`src/rtl/cpu_example_fetch_if.sv`:
```
// rtl/cpu_example_fetch_if.sv - ROM read port and decode handshake bundle for the fetch unit
interface cpu_example_fetch_if #(
   parameter int ADDR_W  = 8,
   parameter int INSTR_W = 16
);
   logic [ADDR_W-1:0]  rom_addr;
   logic [INSTR_W-1:0] rom_data;
   logic [INSTR_W-1:0] instr;
   logic [ADDR_W-1:0]  instr_pc;
   logic               instr_valid;
   logic               instr_ready;

   // fetch unit side: drives the ROM address and the decode register stage
   modport master (
      output rom_addr,
      input  rom_data,
      output instr,
      output instr_pc,
      output instr_valid,
      input  instr_ready
   );

   // ROM / decode side
   modport slave (
      input  rom_addr,
      output rom_data,
      input  instr,
      input  instr_pc,
      input  instr_valid,
      output instr_ready
   );
endinterface

```
`src/rtl/cpu_example_fetch.sv`:
```
// rtl/cpu_example_fetch.sv - instruction fetch unit with one-entry valid/ready output stage
module cpu_example_fetch #(
   parameter int                ADDR_W   = 8,
   parameter int                INSTR_W  = 16,
   parameter logic [ADDR_W-1:0] RESET_PC = '0
) (
   input  logic                clk,
   input  logic                rst,
   input  logic                run,
   cpu_example_fetch_if.master bus,
   input  logic                redirect,
   input  logic [ADDR_W-1:0]   redirect_pc,
   input  logic                halt_req,
   output logic                halted,
   output logic [15:0]         fetch_count
);

   typedef enum logic [1:0] {
      IDLE  = 2'd0,
      FETCH = 2'd1,
      HALT  = 2'd2
   } state_t;

   state_t             state;
   state_t             state_nxt;

   logic [ADDR_W-1:0]  pc;
   logic [INSTR_W-1:0] instr_q;
   logic [ADDR_W-1:0]  instr_pc_q;
   logic               instr_valid_q;

   // decoded actions for this cycle; at most one of halt/redirect/fire is set
   logic               do_halt;
   logic               do_redirect;
   logic               fire;
   logic               consume;

   // the ROM is combinational, so the address is the pc itself
   assign bus.rom_addr    = pc;
   assign bus.instr       = instr_q;
   assign bus.instr_pc    = instr_pc_q;
   assign bus.instr_valid = instr_valid_q;
   assign halted          = (state == HALT);

   // state register
   always_ff @(posedge clk) begin
      if (rst) begin
         state <= IDLE;
      end else begin
         state <= state_nxt;
      end
   end

   // next state and per-cycle action select: halt beats redirect beats fire
   always_comb begin
      state_nxt   = state;
      do_halt     = 1'b0;
      do_redirect = 1'b0;
      fire        = 1'b0;
      // instr_valid is always 0 in HALT, so this never counts there
      consume     = instr_valid_q & bus.instr_ready;
      unique case (state)
         IDLE: begin
            if (halt_req) begin
               do_halt   = 1'b1;
               state_nxt = HALT;
            end else begin
               do_redirect = redirect;
               if (run) begin
                  state_nxt = FETCH;
               end
            end
         end
         FETCH: begin
            if (halt_req) begin
               do_halt   = 1'b1;
               state_nxt = HALT;
            end else if (redirect) begin
               do_redirect = 1'b1;
            end else begin
               fire = run & (~instr_valid_q | bus.instr_ready);
            end
         end
         HALT: begin
            state_nxt = HALT;
         end
         default: begin
            state_nxt = IDLE;
         end
      endcase
   end

   // pc and output register stage
   always_ff @(posedge clk) begin
      if (rst) begin
         pc            <= RESET_PC;
         instr_q       <= '0;
         instr_pc_q    <= '0;
         instr_valid_q <= 1'b0;
      end else if (do_halt) begin
         instr_valid_q <= 1'b0;
      end else if (do_redirect) begin
         // held word is dropped; the target is fetched on a later cycle
         pc            <= redirect_pc;
         instr_valid_q <= 1'b0;
      end else if (fire) begin
         instr_q       <= bus.rom_data;
         instr_pc_q    <= pc;
         instr_valid_q <= 1'b1;
         pc            <= pc + 1'b1;
      end else if (consume) begin
         instr_valid_q <= 1'b0;
      end
   end

   // saturating count of words accepted by decode
   always_ff @(posedge clk) begin
      if (rst) begin
         fetch_count <= 16'd0;
      end else if (consume && (fetch_count != 16'hFFFF)) begin
         fetch_count <= fetch_count + 16'd1;
      end
   end

endmodule

```
`src/flat_wrapper.sv`:
```
// flat-port wrapper written by rule: the top's interface ports become plain ports
module cpu_example_fetch_flat 
#(
   parameter int                ADDR_W   = 8,
   parameter int                INSTR_W  = 16,
   parameter logic [ADDR_W-1:0] RESET_PC = '0
)
  (clk, rst, run, redirect, redirect_pc, halt_req, halted, fetch_count, bus_rom_addr, bus_rom_data, bus_instr, bus_instr_pc, bus_instr_valid, bus_instr_ready);
  cpu_example_fetch_if #(.ADDR_W(ADDR_W), .INSTR_W(INSTR_W)) bus_i ();
  input  logic clk;
  input  logic rst;
  input  logic run;
  input  logic redirect;
  input  logic [ADDR_W-1:0] redirect_pc;
  input  logic halt_req;
  output logic halted;
  output logic [15:0] fetch_count;
  output wire logic [$bits(bus_i.rom_addr)-1:0] bus_rom_addr;
  input wire logic [$bits(bus_i.rom_data)-1:0] bus_rom_data;
  output wire logic [$bits(bus_i.instr)-1:0] bus_instr;
  output wire logic [$bits(bus_i.instr_pc)-1:0] bus_instr_pc;
  output wire logic [$bits(bus_i.instr_valid)-1:0] bus_instr_valid;
  input wire logic [$bits(bus_i.instr_ready)-1:0] bus_instr_ready;
  assign bus_rom_addr = bus_i.rom_addr;
  assign bus_i.rom_data = bus_rom_data;
  assign bus_instr = bus_i.instr;
  assign bus_instr_pc = bus_i.instr_pc;
  assign bus_instr_valid = bus_i.instr_valid;
  assign bus_i.instr_ready = bus_instr_ready;
  cpu_example_fetch #(.ADDR_W(ADDR_W), .INSTR_W(INSTR_W), .RESET_PC(RESET_PC)) u_core (.clk(clk), .rst(rst), .run(run), .bus(bus_i), .redirect(redirect), .redirect_pc(redirect_pc), .halt_req(halt_req), .halted(halted), .fetch_count(fetch_count));
endmodule
```
`config.mk`:
```
export PLATFORM = sky130hd
export DESIGN_NAME = cpu_example_fetch_flat
export DESIGN_NICKNAME = d
export VERILOG_FILES = /design/src/rtl/cpu_example_fetch_if.sv /design/src/rtl/cpu_example_fetch.sv /design/src/flat_wrapper.sv
export SDC_FILE = /design/constraint.sdc
export NUM_CORES = 1
export LEC_CHECK = 0
export ABC_AREA = 1
export ABC_CLOCK_PERIOD_IN_PS = 2200
export CAP_MARGIN = 20
export CORE_MARGIN = 2
export CORE_UTILIZATION = 46
export DETAILED_ROUTE_END_ITERATION = 10
export MAX_ROUTING_LAYER = met4
export PLACE_DENSITY = 0.8
export SYNTH_ARGS = -nofsm -noshare
export SYNTH_HDL_FRONTEND = slang
export SYNTH_SLANG_ARGS = --single-unit
```
`constraint.sdc`:
```
create_clock -name clk -period 2.2 [get_ports clk]
set_clock_uncertainty 0.1 [all_clocks]
set_input_delay 0.55 -clock clk [delete_from_list [all_inputs] [get_ports clk]]
set_output_delay 0.55 -clock clk [all_outputs]
set_load 0.01 [all_outputs]
```
---- Yosys cells after proc, flatten, opt, wreduce, memory -nomap -nowiden ----
Index checks and enable logic that the tools add are counted.
storage, ports and cells
  register bits ........................... 51
  output and inout bits ................... 50
cells by class
  add/subtract/negate cells ............... 2
  equality and inequality tests ........... 5
  multiplexer cells ....................... 17
  bitwise gates (word level) .............. 6
  reductions and logical operators ........ 9
operators by type and width
  cell                                           number
  adder 16 x 1 -> 16 bit, second input constant  1
  2-to-1 mux 8 bit                               2
  inequality test 16 bit, second input constant  1
  2-to-1 mux 1 bit                               10
  adder 8 x 1 -> 8 bit, second input constant    1
  2-to-1 mux 2 bit                               3
  one-hot mux 2 bit (3 select lines)             1
  AND reduction 2 bit                            2
  nonzero test 2 bit                             2
  inequality test 3 bit, second input constant   1
  inverter 1 bit                                 3
  AND reduction 3 bit                            1
  OR reduction 3 bit                             1
  bitwise AND 1 bit                              2
  == test 2 x 1 -> 1 bit, second input constant  1
  == test 2 bit, second input constant           1
  zero test 2 bit                                1
  inequality test 2 bit, second input constant   1
  one-hot mux 1 bit (2 select lines)             1
  OR reduction 2 bit                             1
  logical AND 1 bit                              1
  OR 1 bit                                       1

---- Longest topological paths before layout ----
Gate-level depths: netlist of run 1.
  depth in word-level cells ............... 8
  depth in mapped cells ................... 10

---- Least setup slack after synthesis of run 1 ----
No wires, ideal clock.
  path kind ............................... flip-flop to flip-flop
  start point ............................. register u_core.fetch_count[0]
  end point ............................... register u_core.fetch_count[1]
  setup time .............................. 0.116 ns
  data arrival time ....................... 1.405 ns
  required time ........................... 1.984 ns
  slack ................................... 0.579 ns
  stages on the path, launching flop included .. 10
  path buffers ............................ 1
  cell sequence ........................... dfxtp_1 ha_1 nand2_1 nor2_2 nand2_2 nor2_2 nor2_4 buf_6 nor2_1 nor2_1
on the way
  cells in the longest elaborated chain, start to end .. 2
  elaborated cells on any way between the ends .. 3
  those cells by class .................... add/sub: 1; eq/ne: 1; reduce/logical: 1
ends and longest elaborated chain
  item                                                            line                      RTL
  from (decl)                                                     cpu_example_fetch.sv:15   output logic [15:0] fetch_count
  from (signal assigned)                                          cpu_example_fetch.sv:121  fetch_count <= fetch_count + 16'd1;
  branches (longest 2 deep; another with adder 16 x 1 -> 16 bit)  n/a
Several ways; the timed one is not identified.
A chain may end at the register's enable or synchronous reset.

---- Final worst setup path of run 1 ----
  start point ............................. register u_core.state[0]
  end point ............................... output halted
on the way
  cells in the longest elaborated chain, start to end .. 1
ends and longest elaborated chain
  item                    line                     RTL
  from (decl)             cpu_example_fetch.sv:24  state_t state;
  from (signal assigned)  cpu_example_fetch.sv:50  state <= state_nxt;
  == test 2 bit           cpu_example_fetch.sv:43  assign halted = (state == HALT);
  to (decl)               flat_wrapper.sv:16       output logic halted;
Every way passes these cells.

==> results of run 1 <==
-- worst min-delay path: stages (launching register included) --
cell and delay [ns]:
sky130_fd_sc_hd__dfxtp_1 0.32, sky130_fd_sc_hd__nor2_1 0.09, sky130_fd_sc_hd__nor2_1 0.05
-- power by group --
group          total [mW]  leakage, nW  switching [mW]  internal, mW
Clock               0.669       0.0548           0.326         0.343
Combinational       0.268        0.878           0.127         0.141
Sequential          0.972        0.412          0.0244         0.948
-- cells in the final DEF (no fill, tap or decap), drive strengths merged --
cell type and instances:
a211oi 2, a21oi 24, a221oi 1, a31oi 3
buf 10, bufinv 1, clkbuf 5, clkdlybuf4s50 79
clkinvlp 1, dfxtp 51, ha 6, inv 32
nand2 79, nand3 16, nand4 7, nor2 80
o21ai 34, o21bai 1, or2 2, xnor2 2
xor2 5
-- sequential cells by signal (all words and copies together), names as in the netlist --
signal                  count
u_core.fetch_count         16
u_core.state                2
u_core.bus.instr           16
u_core.bus.rom_addr         8
u_core.bus.instr_valid      1
u_core.bus.instr_pc         8
-- cell families (layout without fill, tap and decap cells) --
logic type	count (synthesis)	count (layout)
compound gates	65	65
xor+xnor	7	7
fa+ha+maj	6	6
buf+inv	44	128
flops	51	51
simple gates	184	184
-- stage by stage --
step	power (mW)	instance area [sq um]	utilization (%)	worst slack [ns]	hold WS (ns)
after global routing	2.00	3450	67.5	0.0788	0.409
after global placement	1.26	3330	65.3	0.142	0.363
final	1.91	3450	67.5	0.146	0.392
after CTS	1.93	3450	67.5	0.129	0.394
after floorplan	1.12	2450	-	0.579	0.400
after detailed placement	1.26	3330	65.3	0.0807	0.372
-- per-layer routing --
metal | track usage (%) | vias to the layer above | part of all wire, %
met3 | 3.88 | 8 | 4.7
li1 | - | 1303 | -
met2 | 35.4 | 71 | 48
met5 | - | - | 0
met1 | 26.2 | 1124 | 46
met4 | 6.00 | 0 | 1.3
-- area by class of cell --
cell class | instances | area [sq um] | share of cell area, %
Tap cell | 70 | 87.6 | 2.54
Clock buffer | 5 | 68.8 | 1.99
Sequential cell | 51 | 1020 | 29.6
Inverter | 31 | 116 | 3.37
Multi-Input combinational cell | 262 | 1240 | 36.1
Timing Repair Buffer | 89 | 866 | 25.1
Clock inverter | 3 | 46.3 | 1.34
-- worst min path at each step --
stage | startpoint | endpoint | slack, ns | cells after the start
detailed placement | u_core.bus.instr_pc[1] | u_core.bus.instr_pc[1] | 0.37 | 2
finish | u_core.bus.instr_pc[2] | u_core.bus.instr_pc[2] | 0.39 | 2
global route | u_core.bus.instr_pc[3] | u_core.bus.instr_pc[3] | 0.41 | 2
floorplan | u_core.bus.rom_addr[5] | u_core.bus.instr_pc[5] | 0.40 | 2
global placement | u_core.bus.instr[5] | u_core.bus.instr[5] | 0.36 | 2
CTS | u_core.bus.instr_pc[2] | u_core.bus.instr_pc[2] | 0.39 | 2
==> results.toml, run 1 <==
[outcome]
run_status = "completed"

[placement]
portBuffers = 79
placer_congestion = 0.899
placedCellCount = 503
place_hpwl_microns = 4470

[sta]
fin_setup_tns_ns = 0
setup_violators_final = 0
worst_slew_margin_rel_pct = 67.9
report.final.slew_viol_count = 0
post-route-min-period_ns = 2.05
final-hold-violation-count = 0
grt_setup_unrepaired = "no"
timing.fmax_mhz = 487
layout_worst_path_cycle_share_pct = 93.4
worst-slew-pin-transition_ns = 0.482

[yosys]
postSynthRegisterBits = 51
synth_seq_area_share_pct = 41.7
synth_fa_ha_area_share_pct = 3.07
syn_nets = 393
synth.cells.most_frequent = "sky130_fd_sc_hd__nand2_1, sky130_fd_sc_hd__nor2_1, sky130_fd_sc_hd__dfxtp_1, sky130_fd_sc_hd__o21ai_0, sky130_fd_sc_hd__inv_1"
post_synth_mux_area_share_pct = 0
post_synth_xor_area_fraction_pct = 2.50
synth_edf_count = 0
netlist.top_cell.by_area = "sky130_fd_sc_hd__dfxtp_1"
synthMostInstantiatedCell = "sky130_fd_sc_hd__nand2_1"
synth_compound_gate_area_share_pct = 14.1
post_synth_instance_area_sq_um = 2450
synthSimpleGateAreaFrac_pct = 31.2
syn-instance-count = 357
dominantRegCellSynth = "sky130_fd_sc_hd__dfxtp_1"
yosys_warnings = 0
synthTopCellsByArea = "sky130_fd_sc_hd__dfxtp_1, sky130_fd_sc_hd__nand2_1, sky130_fd_sc_hd__nor2_1"
asyncSetResetFlopFracSynth_pct = 0
post_synth.cell_area_avg_sq_um = 6.86
synth_top_family_by_area = "simple AND/OR/NAND/NOR gates"
post-synth-top-area-fraction_pct = 41.7
yosysUniqueCellTypes = 24

[clocking]
clock_path_buffers = 2
clock-sinks = 51
htreeDepth = 2
clock_tree_from_tritoncts = "yes"
cts_hold_buf = 0
cts_setup_buffers = 0
numCtsBuffers = 5
cts-resized-gates = 0
clk_transition_reported_paths_ns = 0.10
clock_tree.root_cell = "sky130_fd_sc_hd__clkbuf_8"
clock_insertion_delay_worst_skew_ns = 0.30

[setup_path]
reg2reg_depth = 7
critical_path_cell_count = 3
rr_startpoint = "u_core.fetch_count[0]"
critPathCaptureType = "primary output"
critPathLaunchType = "flip-flop"
critical_path_buffers_and_inverters = 2
critPathLaunch = "u_core.state[0]"
crit-reg2reg-capture = "u_core.fetch_count[13]"
worst-endpoint-required_ns = 1.55
critPathArrivalTime_ns = 1.40
cpMaxStageDelayCell = "sky130_fd_sc_hd__clkdlybuf4s50_1"
critPathCapture = "halted"
setup.worst_path.class = "reg -> out"
worst-r2r-setup-slack_ns = 0.30
critical-path-max-stage-delay_ns = 0.47
path_max_fanout = 3
critPathTopFamily = "buffers and inverters"
cells_along_the_critical_path = "inv_1 > ha_1 > clkdlybuf4s50_1"

[floorplan]
initial_core_utilization_pct = 47.9
floorplan.rows = 26
top_ports = 80
core_region_area_sq_um = 5110
die_x_microns = 77.0
floorplan.die.height_microns = 77.0
fp.dieArea_sq_um = 5920

[route]
detailroute.via_count = 2506
viasPerCell = 4.90
wirelength_microns = 6020
first_iter_violations = 128
first_pass_iteration_count_of_the_detailed_router = 4
final_antenna_net_count = 0
route.detailed.drc = 0
wire_length_per_cell_after_detailed_routing_microns = 11.8

[global_route]
grt_overflow_total = 0
wire_length_of_the_first_global_routing_pass_microns = 10100
grt.total_usage_pct = 21.2
grt_antenna_before_repair = 0
grt_pass1_vias = 2264
grt_start_max_net_pins = 21

[power_and_ir_drop]
ir_drop_mv = 0.298
leakagePower_nw = 1.35
p_per_area_nw_per_um2 = 554

[final_layout]
area_growth_pct = 40.9
layout.nets = 476
drive_above_1_share_pct = 7.03
final.fill_count = 456
diodes = 0
layoutNonFillerInstCount = 511

[job]
maxCapViolations = 0

[hold_path]
worstHoldPathType = "reg -> reg"
Power figures use the tool's default switching activity.
==> inputs of run 2 (changes only) <==
--- a/config.mk
+++ b/config.mk
@@ -7,12 +7,14 @@
 export LEC_CHECK = 0
 export ABC_AREA = 1
 export ABC_CLOCK_PERIOD_IN_PS = 2200
-export CAP_MARGIN = 20
+export CAP_MARGIN = 30
+export CELL_PAD_IN_SITES_DETAIL_PLACEMENT = 0
+export CELL_PAD_IN_SITES_GLOBAL_PLACEMENT = 1
 export CORE_MARGIN = 2
-export CORE_UTILIZATION = 46
+export CORE_UTILIZATION = 32
 export DETAILED_ROUTE_END_ITERATION = 10
 export MAX_ROUTING_LAYER = met4
-export PLACE_DENSITY = 0.8
+export PLACE_DENSITY_LB_ADDON = 0.1
 export SYNTH_ARGS = -nofsm -noshare
 export SYNTH_HDL_FRONTEND = slang
 export SYNTH_SLANG_ARGS = --single-unit
==> run 2 against run 1 <==
Against the previous run: cell count is 5.5% higher; utilization is 20 points lower; cell area increased by 1.1%; fmax is 1.8% lower; routed wire length up 4.4%; via count decreased by 3.7%; critical path depth unchanged; die area grew 41%; sequential cell count did not move; largest power group unchanged; highest routed layer unchanged.
==> results.toml, run 2 (synthesis results as in run 1) <==
[outcome]
run_status = "completed"

[placement]
placer_congestion = 0.789
portBuffers = 79
dp_slack_ns = 0.109
placedCellCount = 531
area_after_detailed_placement_sq_um = 3390
place_hpwl_microns = 4630

[floorplan]
initial_core_utilization_pct = 33.4
floorplan.rows = 31
fp.dieArea_sq_um = 8370
floorplan.die.height_microns = 91.5
die_x_microns = 91.5
core_region_area_sq_um = 7330
top_ports = 80

[clocking]
clock_tree_from_tritoncts = "yes"
clock_insertion_delay_worst_skew_ns = 0.31
cts_hold_buf = 0
clk_transition_reported_paths_ns = 0.09
clock_tree.root_cell = "sky130_fd_sc_hd__clkbuf_8"
clock-sinks = 51
numCtsBuffers = 5
cts_setup_buffers = 0
clock_path_buffers = 2
htreeDepth = 2
cts-resized-gates = 0

[sta]
fin_hold_ws_ns = 0.391
post-route-min-period_ns = 2.09
worst_slew_margin_rel_pct = 64.9
setup_violators_final = 0
smallest_setup_slack_after_layout_ns = 0.108
final-hold-violation-count = 0
layout_worst_path_cycle_share_pct = 95.1
grt_setup_unrepaired = "no"
fin_setup_tns_ns = 0
worst-slew-pin-transition_ns = 0.526
timing.fmax_mhz = 478
report.final.slew_viol_count = 0

[final_layout]
layout.nets = 475
diodes = 0
finalInstanceArea_sq_um = 3490
drive_above_1_share_pct = 6.82
area_growth_pct = 42.4
layout.cells.most_common = "sky130_fd_sc_hd__clkdlybuf4s50_1"
layoutNonFillerInstCount = 539
mostFrequentLayoutCells = "sky130_fd_sc_hd__clkdlybuf4s50_1, sky130_fd_sc_hd__nand2_1, sky130_fd_sc_hd__nor2_1, sky130_fd_sc_hd__dfxtp_1, sky130_fd_sc_hd__o21ai_0"

[setup_path]
worst-endpoint-required_ns = 1.55
critPathArrivalTime_ns = 1.44
path_max_fanout = 3
crit-reg2reg-capture = "u_core.fetch_count[2]"
rr_startpoint = "u_core.fetch_count[1]"
critPathCapture = "halted"
setup.worst_path.class = "reg -> out"
critPathLaunchType = "flip-flop"
critPathCaptureType = "primary output"
critPathLaunch = "u_core.state[0]"
reg2reg_depth = 7
worst-r2r-setup-slack_ns = 0.35

[hold_path]
hold_depth = 2
timing.hold.worst.start = "u_core.bus.instr_pc[2]"
worstHoldPathType = "reg -> reg"

[route]
first_iter_violations = 77
route.detailed.drc = 0
detailroute.via_count = 2413
wire_length_per_cell_after_detailed_routing_microns = 11.6
final_antenna_net_count = 0
first_pass_iteration_count_of_the_detailed_router = 4
viasPerCell = 4.48
wirelength_microns = 6280

[job]
maxCapViolations = 0

[power_and_ir_drop]
leakagePower_nw = 1.34
p_per_area_nw_per_um2 = 523
ir_drop_mv = 0.270

[global_route]
wire_length_of_the_first_global_routing_pass_microns = 10700
grt_antenna_before_repair = 0
grt_pass1_vias = 2229
grt.total_usage_pct = 16.1
grt_overflow_total = 0
grt_start_max_net_pins = 37
## run 2: cell count changes in the layout (fill, tap and decap cells not counted)
cell                        before  now
sky130_fd_sc_hd__buf_4          10    7
sky130_fd_sc_hd__inv_6           1    0
sky130_fd_sc_hd__bufinv_16       1    0
sky130_fd_sc_hd__buf_12          0    2
sky130_fd_sc_hd__clkbuf_8        5    6
sky130_fd_sc_hd__clkinv_4        0    1
## run 2: final cells by class
cell class,instances,area (sq um)
Timing Repair Buffer,88,883
Multi-Input combinational cell,262,1240
Sequential cell,51,1020
Inverter,31,116
Clock buffer,6,82.6
Clock inverter,2,16.3
Fill cell,739,3840
Tap cell,99,124
## run 2: stage by stage
stage / util (%) / power, mW
after CTS: 47.6 / 1.86
after detailed placement: 46.2 / 1.27
after global placement: 46.2 / 1.27
after global routing: 47.6 / 1.92
after floorplan: - / 1.12
final: 47.6 / 1.82
## run 2: layer usage
metal  vias to the layer above  part of all wire, %  global-route usage, %
met3                         7                  4.6                   3.40
met4                         0                  1.2                   4.55
met2                        56                   45                   24.1
met5                         -                    0                      -
li1                       1308                    -                      -
met1                      1042                   49                   21.8
## run 2: critical path: stages (launching register included)
cell and delay (ns):
sky130_fd_sc_hd__dfxtp_1 0.37, sky130_fd_sc_hd__inv_1 0.09, sky130_fd_sc_hd__ha_1 0.20, sky130_fd_sc_hd__clkdlybuf4s50_1 0.47
## run 2: power breakdown
part           internal, mW  switching [mW]
Combinational         0.144           0.130
Sequential            0.948          0.0230
Clock                 0.257           0.321
Total                  1.35           0.474
## run 2: how the worst min path moves through the flow
stage,endpoint,slack (ns)
global route,u_core.bus.instr[5],0.42
finish,u_core.bus.instr_pc[2],0.39
CTS,u_core.bus.instr[1],0.40
floorplan,u_core.bus.instr_pc[5],0.40
detailed placement,u_core.bus.instr_pc[2],0.38
global placement,u_core.bus.instr[13],0.36
==> inputs of run 3 (changes only) <==
--- a/config.mk
+++ b/config.mk
@@ -7,7 +7,7 @@
 export LEC_CHECK = 0
 export ABC_AREA = 1
 export ABC_CLOCK_PERIOD_IN_PS = 2200
-export CAP_MARGIN = 30
+export CAP_MARGIN = 20
 export CELL_PAD_IN_SITES_DETAIL_PLACEMENT = 0
 export CELL_PAD_IN_SITES_GLOBAL_PLACEMENT = 1
 export CORE_MARGIN = 2
==> results of run 3 <==
Same layout as run 2: the final DEF is identical, and so are final timing and power.
